$ cat src/rtl/nnspc_pkg.sv
// nnspc_pkg: shared definitions for the NNFET serial configuration port.
//   - default field widths for the selector, current-DAC and reserve fields
//   - FSM state encoding
//   - width helper for the frame bit counter
package nnspc_pkg;

    localparam int NSEL_W_DEF    = 5;
    localparam int DAC_W_DEF     = 4;
    localparam int RE_W_DEF      = 1;
    localparam int PARITY_EN_DEF = 1;

    typedef enum logic [1:0] {
        ST_IDLE  = 2'd0,
        ST_SHIFT = 2'd1,
        ST_READY = 2'd2,
        ST_OVER  = 2'd3
    } state_t;

    // Counter must hold 0..FRAME_W+1 (FRAME_W+1 marks an overrun).
    function automatic int cnt_width(input int frame_w);
        return $clog2(frame_w + 2);
    endfunction

endpackage

$ cat src/rtl/nnspc_shadow_if.sv
// nnspc_shadow_if: serial config bus of one port instance.
//   cfg_in/cfg_en/strobe : serial data, shift enable, commit request (master -> slave)
//   nsel/dac/re          : committed shadow fields (slave -> master)
//   cfg_out              : daisy-chain output (slave -> master)
//   cfg_ok/cfg_err       : one-cycle commit status pulses (slave -> master)
interface nnspc_shadow_if
    import nnspc_pkg::*;
#(
    parameter int NSEL_W = NSEL_W_DEF,
    parameter int DAC_W  = DAC_W_DEF,
    parameter int RE_W   = RE_W_DEF
);
    logic              cfg_in;
    logic              cfg_en;
    logic              strobe;
    logic [NSEL_W-1:0] nsel;
    logic [DAC_W-1:0]  dac;
    logic [RE_W-1:0]   re;
    logic              cfg_out;
    logic              cfg_ok;
    logic              cfg_err;

    modport master (
        output cfg_in, cfg_en, strobe,
        input  nsel, dac, re, cfg_out, cfg_ok, cfg_err
    );

    modport slave (
        input  cfg_in, cfg_en, strobe,
        output nsel, dac, re, cfg_out, cfg_ok, cfg_err
    );
endinterface

$ cat src/rtl/nnspc_shift.sv
// nnspc_shift: LSB-first frame shift register, saturating bit counter and
// parity of the captured frame.
//   clk, resetn  : clock, async active-low reset
//   shift_en     : shift din in at the MSB end this cycle
//   clr          : clear the bit counter (shift register is kept)
//   din          : serial data
//   cfg_data     : data portion of the frame (sr[CFG_W-1:0])
//   sr_lsb       : sr[0], used as the daisy-chain output
//   parity_odd   : XOR over all FRAME_W frame bits
//   cnt_next     : counter value that will be loaded on the next edge
module nnspc_shift #(
    parameter int CFG_W   = 10,
    parameter int FRAME_W = 11,
    parameter int CNT_W   = 4
) (
    input  logic             clk,
    input  logic             resetn,
    input  logic             shift_en,
    input  logic             clr,
    input  logic             din,
    output logic [CFG_W-1:0] cfg_data,
    output logic             sr_lsb,
    output logic             parity_odd,
    output logic [CNT_W-1:0] cnt_next
);

    localparam logic [CNT_W-1:0] CNT_SAT = CNT_W'(FRAME_W + 1);

    logic [FRAME_W-1:0] sr;
    logic [CNT_W-1:0]   cnt;

    always_comb begin
        cnt_next = cnt;
        if (clr) begin
            cnt_next = '0;
        end else if (shift_en && (cnt != CNT_SAT)) begin
            cnt_next = cnt + 1'b1;
        end
    end

    always_ff @(posedge clk or negedge resetn) begin
        if (!resetn) begin
            sr  <= '0;
            cnt <= '0;
        end else begin
            cnt <= cnt_next;
            if (shift_en) begin
                sr <= {din, sr[FRAME_W-1:1]};
            end
        end
    end

    assign cfg_data   = sr[CFG_W-1:0];
    assign sr_lsb     = sr[0];
    assign parity_odd = ^sr;

endmodule

$ cat src/rtl/nnspc_shadow.sv
// nnspc_shadow: serial configuration port with a shadow register.
// Frames are shifted in LSB-first and only reach nsel/dac/re when a strobe
// arrives with exactly FRAME_W bits captured and even parity.
//   clk, resetn : clock, async active-low reset
//   bus         : nnspc_shadow_if slave port (serial in, shadow fields, status)
//
// state    | meaning
// ST_IDLE  | no bits captured since the last strobe/reset
// ST_SHIFT | partial frame captured
// ST_READY | exactly FRAME_W bits captured, commit possible
// ST_OVER  | more than FRAME_W bits captured, commit will be rejected
module nnspc_shadow
    import nnspc_pkg::*;
#(
    parameter int NSEL_W    = NSEL_W_DEF,
    parameter int DAC_W     = DAC_W_DEF,
    parameter int RE_W      = RE_W_DEF,
    parameter int PARITY_EN = PARITY_EN_DEF
) (
    input logic           clk,
    input logic           resetn,
    nnspc_shadow_if.slave bus
);

    localparam int CFG_W   = NSEL_W + DAC_W + RE_W;
    localparam int FRAME_W = CFG_W + PARITY_EN;
    localparam int CNT_W   = cnt_width(FRAME_W);
    localparam logic [CNT_W-1:0] FRAME_CNT = CNT_W'(FRAME_W);

    logic             shift_en;
    logic [CFG_W-1:0] cfg_data;
    logic             sr_lsb;
    logic             parity_odd;
    logic [CNT_W-1:0] cnt_next;
    logic             parity_ok;

    state_t            state;
    logic [NSEL_W-1:0] nsel_q;
    logic [DAC_W-1:0]  dac_q;
    logic [RE_W-1:0]   re_q;
    logic              ok_q;
    logic              err_q;

    // Strobe wins over shifting: the bit presented with a strobe is dropped.
    assign shift_en  = bus.cfg_en & ~bus.strobe;
    assign parity_ok = (PARITY_EN == 0) || !parity_odd;

    nnspc_shift #(
        .CFG_W   (CFG_W),
        .FRAME_W (FRAME_W),
        .CNT_W   (CNT_W)
    ) u_shift (
        .clk        (clk),
        .resetn     (resetn),
        .shift_en   (shift_en),
        .clr        (bus.strobe),
        .din        (bus.cfg_in),
        .cfg_data   (cfg_data),
        .sr_lsb     (sr_lsb),
        .parity_odd (parity_odd),
        .cnt_next   (cnt_next)
    );

    function automatic state_t state_of(input logic [CNT_W-1:0] c);
        if (c == '0)       return ST_IDLE;
        if (c < FRAME_CNT) return ST_SHIFT;
        if (c == FRAME_CNT) return ST_READY;
        return ST_OVER;
    endfunction

    always_ff @(posedge clk or negedge resetn) begin
        if (!resetn) begin
            state  <= ST_IDLE;
            nsel_q <= '0;
            dac_q  <= '0;
            re_q   <= '0;
            ok_q   <= 1'b0;
            err_q  <= 1'b0;
        end else begin
            ok_q  <= 1'b0;
            err_q <= 1'b0;
            if (bus.strobe) begin
                state <= ST_IDLE;
                if ((state == ST_READY) && parity_ok) begin
                    re_q   <= cfg_data[RE_W-1:0];
                    dac_q  <= cfg_data[RE_W+DAC_W-1:RE_W];
                    nsel_q <= cfg_data[CFG_W-1:RE_W+DAC_W];
                    ok_q   <= 1'b1;
                end else begin
                    err_q <= 1'b1;
                end
            end else begin
                // Track the counter value being loaded so a strobe on the
                // cycle right after the last shift sees the right state.
                state <= state_of(cnt_next);
            end
        end
    end

    assign bus.nsel    = nsel_q;
    assign bus.dac     = dac_q;
    assign bus.re      = re_q;
    assign bus.cfg_out = sr_lsb;
    assign bus.cfg_ok  = ok_q;
    assign bus.cfg_err = err_q;

endmodule
$ cat src/flat_wrapper.sv
// flat-port wrapper written by rule: the top's interface ports become plain ports
module nnspc_shadow_flat import nnspc_pkg::*;
#(
    parameter int NSEL_W    = NSEL_W_DEF,
    parameter int DAC_W     = DAC_W_DEF,
    parameter int RE_W      = RE_W_DEF,
    parameter int PARITY_EN = PARITY_EN_DEF
)
  (clk, resetn, bus_cfg_in, bus_cfg_en, bus_strobe, bus_nsel, bus_dac, bus_re, bus_cfg_out, bus_cfg_ok, bus_cfg_err);
  nnspc_shadow_if #(.NSEL_W(NSEL_W), .DAC_W(DAC_W), .RE_W(RE_W)) bus_i ();
  input logic clk;
  input logic resetn;
  input wire logic [$bits(bus_i.cfg_in)-1:0] bus_cfg_in;
  input wire logic [$bits(bus_i.cfg_en)-1:0] bus_cfg_en;
  input wire logic [$bits(bus_i.strobe)-1:0] bus_strobe;
  output wire logic [$bits(bus_i.nsel)-1:0] bus_nsel;
  output wire logic [$bits(bus_i.dac)-1:0] bus_dac;
  output wire logic [$bits(bus_i.re)-1:0] bus_re;
  output wire logic [$bits(bus_i.cfg_out)-1:0] bus_cfg_out;
  output wire logic [$bits(bus_i.cfg_ok)-1:0] bus_cfg_ok;
  output wire logic [$bits(bus_i.cfg_err)-1:0] bus_cfg_err;
  assign bus_i.cfg_in = bus_cfg_in;
  assign bus_i.cfg_en = bus_cfg_en;
  assign bus_i.strobe = bus_strobe;
  assign bus_nsel = bus_i.nsel;
  assign bus_dac = bus_i.dac;
  assign bus_re = bus_i.re;
  assign bus_cfg_out = bus_i.cfg_out;
  assign bus_cfg_ok = bus_i.cfg_ok;
  assign bus_cfg_err = bus_i.cfg_err;
  nnspc_shadow #(.NSEL_W(NSEL_W), .DAC_W(DAC_W), .RE_W(RE_W), .PARITY_EN(PARITY_EN)) u_core (.clk(clk), .resetn(resetn), .bus(bus_i));
endmodule
$ cat config.mk
export PLATFORM = sky130hd
export DESIGN_NAME = nnspc_shadow_flat
export DESIGN_NICKNAME = d
export VERILOG_FILES = /design/src/rtl/nnspc_pkg.sv /design/src/rtl/nnspc_shadow_if.sv /design/src/rtl/nnspc_shift.sv /design/src/rtl/nnspc_shadow.sv /design/src/flat_wrapper.sv
export SDC_FILE = /design/constraint.sdc
export NUM_CORES = 1
export LEC_CHECK = 0
export CAP_MARGIN = 10
export CELL_PAD_IN_SITES_DETAIL_PLACEMENT = 1
export CELL_PAD_IN_SITES_GLOBAL_PLACEMENT = 2
export CORE_UTILIZATION = 34
export DETAILED_ROUTE_END_ITERATION = 10
export GPL_TIMING_DRIVEN = 1
export HOLD_SLACK_MARGIN = 0.06
export MAX_ROUTING_LAYER = met4
export PLACE_DENSITY = 0.87
export SLEW_MARGIN = 20
export SYNTH_ARGS = -nofsm -noshare
export SYNTH_HDL_FRONTEND = slang
export SYNTH_SLANG_ARGS = --single-unit
$ cat constraint.sdc
create_clock -name clk -period 2.6 [get_ports clk]
set_input_delay 0.39 -clock clk [delete_from_list [all_inputs] [get_ports clk]]
set_output_delay 0.39 -clock clk [all_outputs]
set_load 0.05 [all_outputs]
==> impl_metrics.csv <==
group,metric,value,unit
sta,finClkSkew,0.00217,ns
synthesis,synth_top_area_share,56.3,%
grt,grt_first_pass_wirelength,4350,um
clock_network,numCtsBuffers,5,
synthesis,synth-xor-area-share,7.18,%
clock_network,cts_tree,"yes",
worst_setup_path,r2r-end,"u_core.bus.nsel[1]$_DFFE_PN0P_",
sta,setup-violations-final,0,
synthesis,syn_avg_cell_area,11.1,um^2
floorplanning,row_count,22,
synthesis,synthSimpleGateAreaFrac,16.9,%
synthesis,synth-compound-area-share,5.15,%
drt,first_pass_iters,4,
worst_setup_path,worstSetupPathType,"reg -> reg",
worst_setup_path,crit_path_cell_trace,"xnor2_1 -> xnor2_1 -> xnor3_1 -> nor4_4 -> buf_4 -> mux2_2",
sta,fin_ws,0.506,ns
power,seqPwrFrac,42.5,%
worst_setup_path,critPathArrivalTime,2.25,ns
placement,io_buffers,17,
drt,wl,2550,um
grt,grt_pass1_vias,918,
synthesis,syn_nets,123,
worst_setup_path,rr_startpoint,"u_core.u_shift.sr[0]$_DFFE_PN0P_",
sta,slew_viol_final,0,
sta,period_share,80.6,%
clock_network,cts_setup_buffers,0,
synthesis,ys_seq_elements,29,
drt,ant_nets,0,
sta,slew_headroom,66.7,%
drt,via_count,892,
grt,grt_overflow,0,
worst_setup_path,r2r_slack,0.51,ns
worst_setup_path,r2r_cells,6,
floorplanning,die_area,0.00404,mm^2
clock_network,cts_resized,0,
drt,drt_iter0_markers,25,
synthesis,synthCells,116,
synthesis,synth_top_family_by_area,"simple AND/OR/NAND/NOR gates",
drt,viasPerCell,4.72,
power,peakVddDrop,0.276,mV
placement,gp_congestion,0.782,
worst_setup_path,worst_setup_path_start_kind,"flip-flop",
grt,grtUsageMet3,4.35,%
clock_network,insertion_delay,0.27,ns
drt,drc,0,
synthesis,ys_seq_area_share,56.3,%
grt,grt_max_degree,30,
synthesis,ys_top_cells_by_area,"dfrtp_1 56%, nand2_1 9.9%, mux2_2 9.6%, xnor2_1 4.8%, ha_1 1.9%",
clock_network,cts_hold_buf,0,
power,p_int,0.922,mW
worst_setup_path,end_kind,"flip-flop",
placement,post-place-ws,0.238,ns
sta,hold_viol,0,
worst_setup_path,cp_slowest_cell,"xnor3_1",
grt,met1_usage,18.6,%
worst_setup_path,cp_data_required_time,2.76,ns
worst_setup_path,path_common_cell,"xnor2_1",
power,pwr-share-clk,37.5,%
cells_and_area,fin_nets,147,
power,p_per_area,767,mW/mm^2
cells_and_area,diodes,0,
power,cellLeakagePower,0.783,nW
hold_path,hold_path_class,"in -> async",
cells_and_area,utilization,44.9,%
grt,antenna_found_initial,0,
grt,gr-usage-all-layers,14.9,%
run_status,outcome,"finished clean",
floorplanning,core_area,0.00366,mm^2
sta,tightest_slew,0.498,ns
flow_run,timing.max_cap.violations,0,
worst_setup_path,cpPeakStageDelay,0.48,ns
cells_and_area,drive_gt1_share,16.3,%
sta,max_freq,477,MHz
sta,rsz0062_at_grt,"false",
grt,busiest_layer,"met2",
sta,period_needed,2.09,ns
clock_network,clk_pin_slew_worst_paths,0.06,ns
floorplanning,die_h,63.6,um
cells_and_area,area_growth,27.5,%
clock_network,clockBufferDepth,2,
floorplanning,pin_count,18,
clock_network,root_buffer,"clkbuf_8",
power,p_sw,0.337,mW
sta,finalSetupTns,0,ns
placement,hpwl,1810,um
worst_setup_path,cp_max_fo,11,
clock_network,htreeDepth,2,
synthesis,synthesis.area,0.00129,mm^2
synthesis,synthAdderAreaFrac,1.94,%
power,combinationalPowerShare,19.9,%
power,swShare,26.8,%
synthesis,synth.area.mux_share,9.61,%
synthesis,yosysWarnings,0,
floorplanning,initial_utilization,35.2,%
grt,met2_usage,22.3,%
synthesis,ys_types,27,
drt,wire_per_inst,13.5,um
clock_network,cts_num_sinks,29,
synthesis,synth_top_cell_by_area,"dfrtp_1",
floorplanning,die_w,63.6,um
==> power by group through the flow <==
stage	logic, mW	registers (mW)	clock network (mW)
3_3_place_gp	0.248	0.540	0
4_1_cts	0.256	0.536	0.488
5_1_grt	0.277	0.541	0.504
3_5_place_dp	0.255	0.544	0
2_1_floorplan	0.181	0.543	0
6_report	0.251	0.536	0.473
==> layer usage <==
metal | vias to the layer above | part of all wire (%) | wire length (um)
met5 | - | 0 | 0
met3 | 6 | 2.9 | 74
li1 | 430 | - | -
met1 | 440 | 48 | 1230
met2 | 16 | 47 | 1210
met4 | 0 | 1.8 | 45
==> layout make-up <==
| type | instances | area (um^2) |
|---|---|---|
| tap | 48 | 60.1 |
| timing repair buffer | 21 | 200 |
| fill | 406 | 2020 |
| clock inverter | 1 | 30.0 |
| multi-input combinational | 79 | 526 |
| inverter | 4 | 15.0 |
| sequential | 29 | 726 |
| clock buffer | 7 | 86.3 |
==> placed cells by master (no fill, tap or decap) <==
cell             count
a21boi_0             1
a21oi_1              3
a311oi_1             1
a31oi_1              1
and2_1               2
and3_1               1
buf_4                4
bufinv_16            1
clkbuf_1             1
clkbuf_8             6
clkdlybuf4s50_1     17
dfrtp_1             29
ha_1                 2
inv_1                4
mux2_2              11
nand2_1             34
nand2b_1             1
nand3_1              3
nor2_1               1
nor2b_1              2
nor4_1               1
nor4_4               1
o21a_1               1
o21ai_0              1
o31a_1               1
o31ai_1              1
or3_1                1
xnor2_1              7
xnor3_1              1
xor2_1               1
==> stage by stage <==
| step | cell area [um^2] | total power [mW] | hold WS [ns] | instances |
|---|---|---|---|---|
| 6_report | 1640 | 1.26 | 0.501 | 189 |
| 5_1_grt | 1640 | 1.32 | 0.524 | 189 |
| 4_1_cts | 1640 | 1.28 | 0.509 | 189 |
| 3_5_place_dp | 1530 | 0.799 | 0.496 | 181 |
| 3_3_place_gp | 1530 | 0.788 | 0.489 | 181 |
| 2_1_floorplan | 1290 | 0.724 | 0.0944 | 116 |
==> registers in the layout, summed over array words and instances (netlist names) <==
| register | count |
|---|---|
| u_core.u_shift.sr | 11 |
| u_core.bus.nsel | 5 |
| u_core.bus.dac | 4 |
| u_core.u_shift.cnt | 4 |
| u_core.state | 2 |
| u_core.bus.cfg_err | 1 |
| u_core.bus.cfg_ok | 1 |
| u_core.bus.re | 1 |
==> synthesized netlist by cell type <==
master,instances
mux2_2,11
inv_1,4
and3_1,1
nor4_1,1
nand2b_1,1
nor4_4,1
dfrtp_1,29
xnor2_1,7
o21ai_0,1
or3_1,1
nand3_1,3
a21boi_0,1
a21oi_1,3
xor2_1,1
o31ai_1,1
o31a_1,1
nand2_1,34
and2_1,2
a311oi_1,1
a31oi_1,1
ha_1,2
o21a_1,1
buf_6,1
clkbuf_1,3
nor2b_1,2
xnor3_1,1
nor2_1,1
==> how the worst max path moves through the flow <==
stage / cells after the start / from / end / slack (ns)
after floorplan: 6 / u_core.u_shift.sr[0]$_DFFE_PN0P_ / u_core.bus.dac[0]$_DFFE_PN0P_ / 0.39
after global placement: 7 / bus_strobe / u_core.state[0]$_DFF_PN0_ / 0.43
after detailed placement: 7 / bus_strobe / u_core.state[0]$_DFF_PN0_ / 0.24
after CTS: 6 / u_core.u_shift.sr[9]$_DFFE_PN0P_ / u_core.bus.nsel[1]$_DFFE_PN0P_ / 0.48
after global routing: 6 / u_core.u_shift.sr[0]$_DFFE_PN0P_ / u_core.bus.re$_DFFE_PN0P_ / 0.35
final: 6 / u_core.u_shift.sr[0]$_DFFE_PN0P_ / u_core.bus.nsel[1]$_DFFE_PN0P_ / 0.51
==> logic make-up (layout without fill, tap and decap cells) <==
kind of cell    count (synthesis)  after routing
xor+xnor                        9              9
mux                            11             11
simple gates                   47             47
compound gates                 10             10
fa+ha+maj                       2              2
flops                          29             29
buf+inv                         8             33
==> critical path: cells and delay by family (launching register included) <==
kind | cells | cell delay, ns
and+or+nand+nor | 1 | 0.14
muxes | 1 | 0.35
buffers and inverters | 1 | 0.24
xor gates and xnor gates | 3 | 0.82
DFF | 1 | 0.42
No activity file was read; power rests on OpenSTA's default activity.
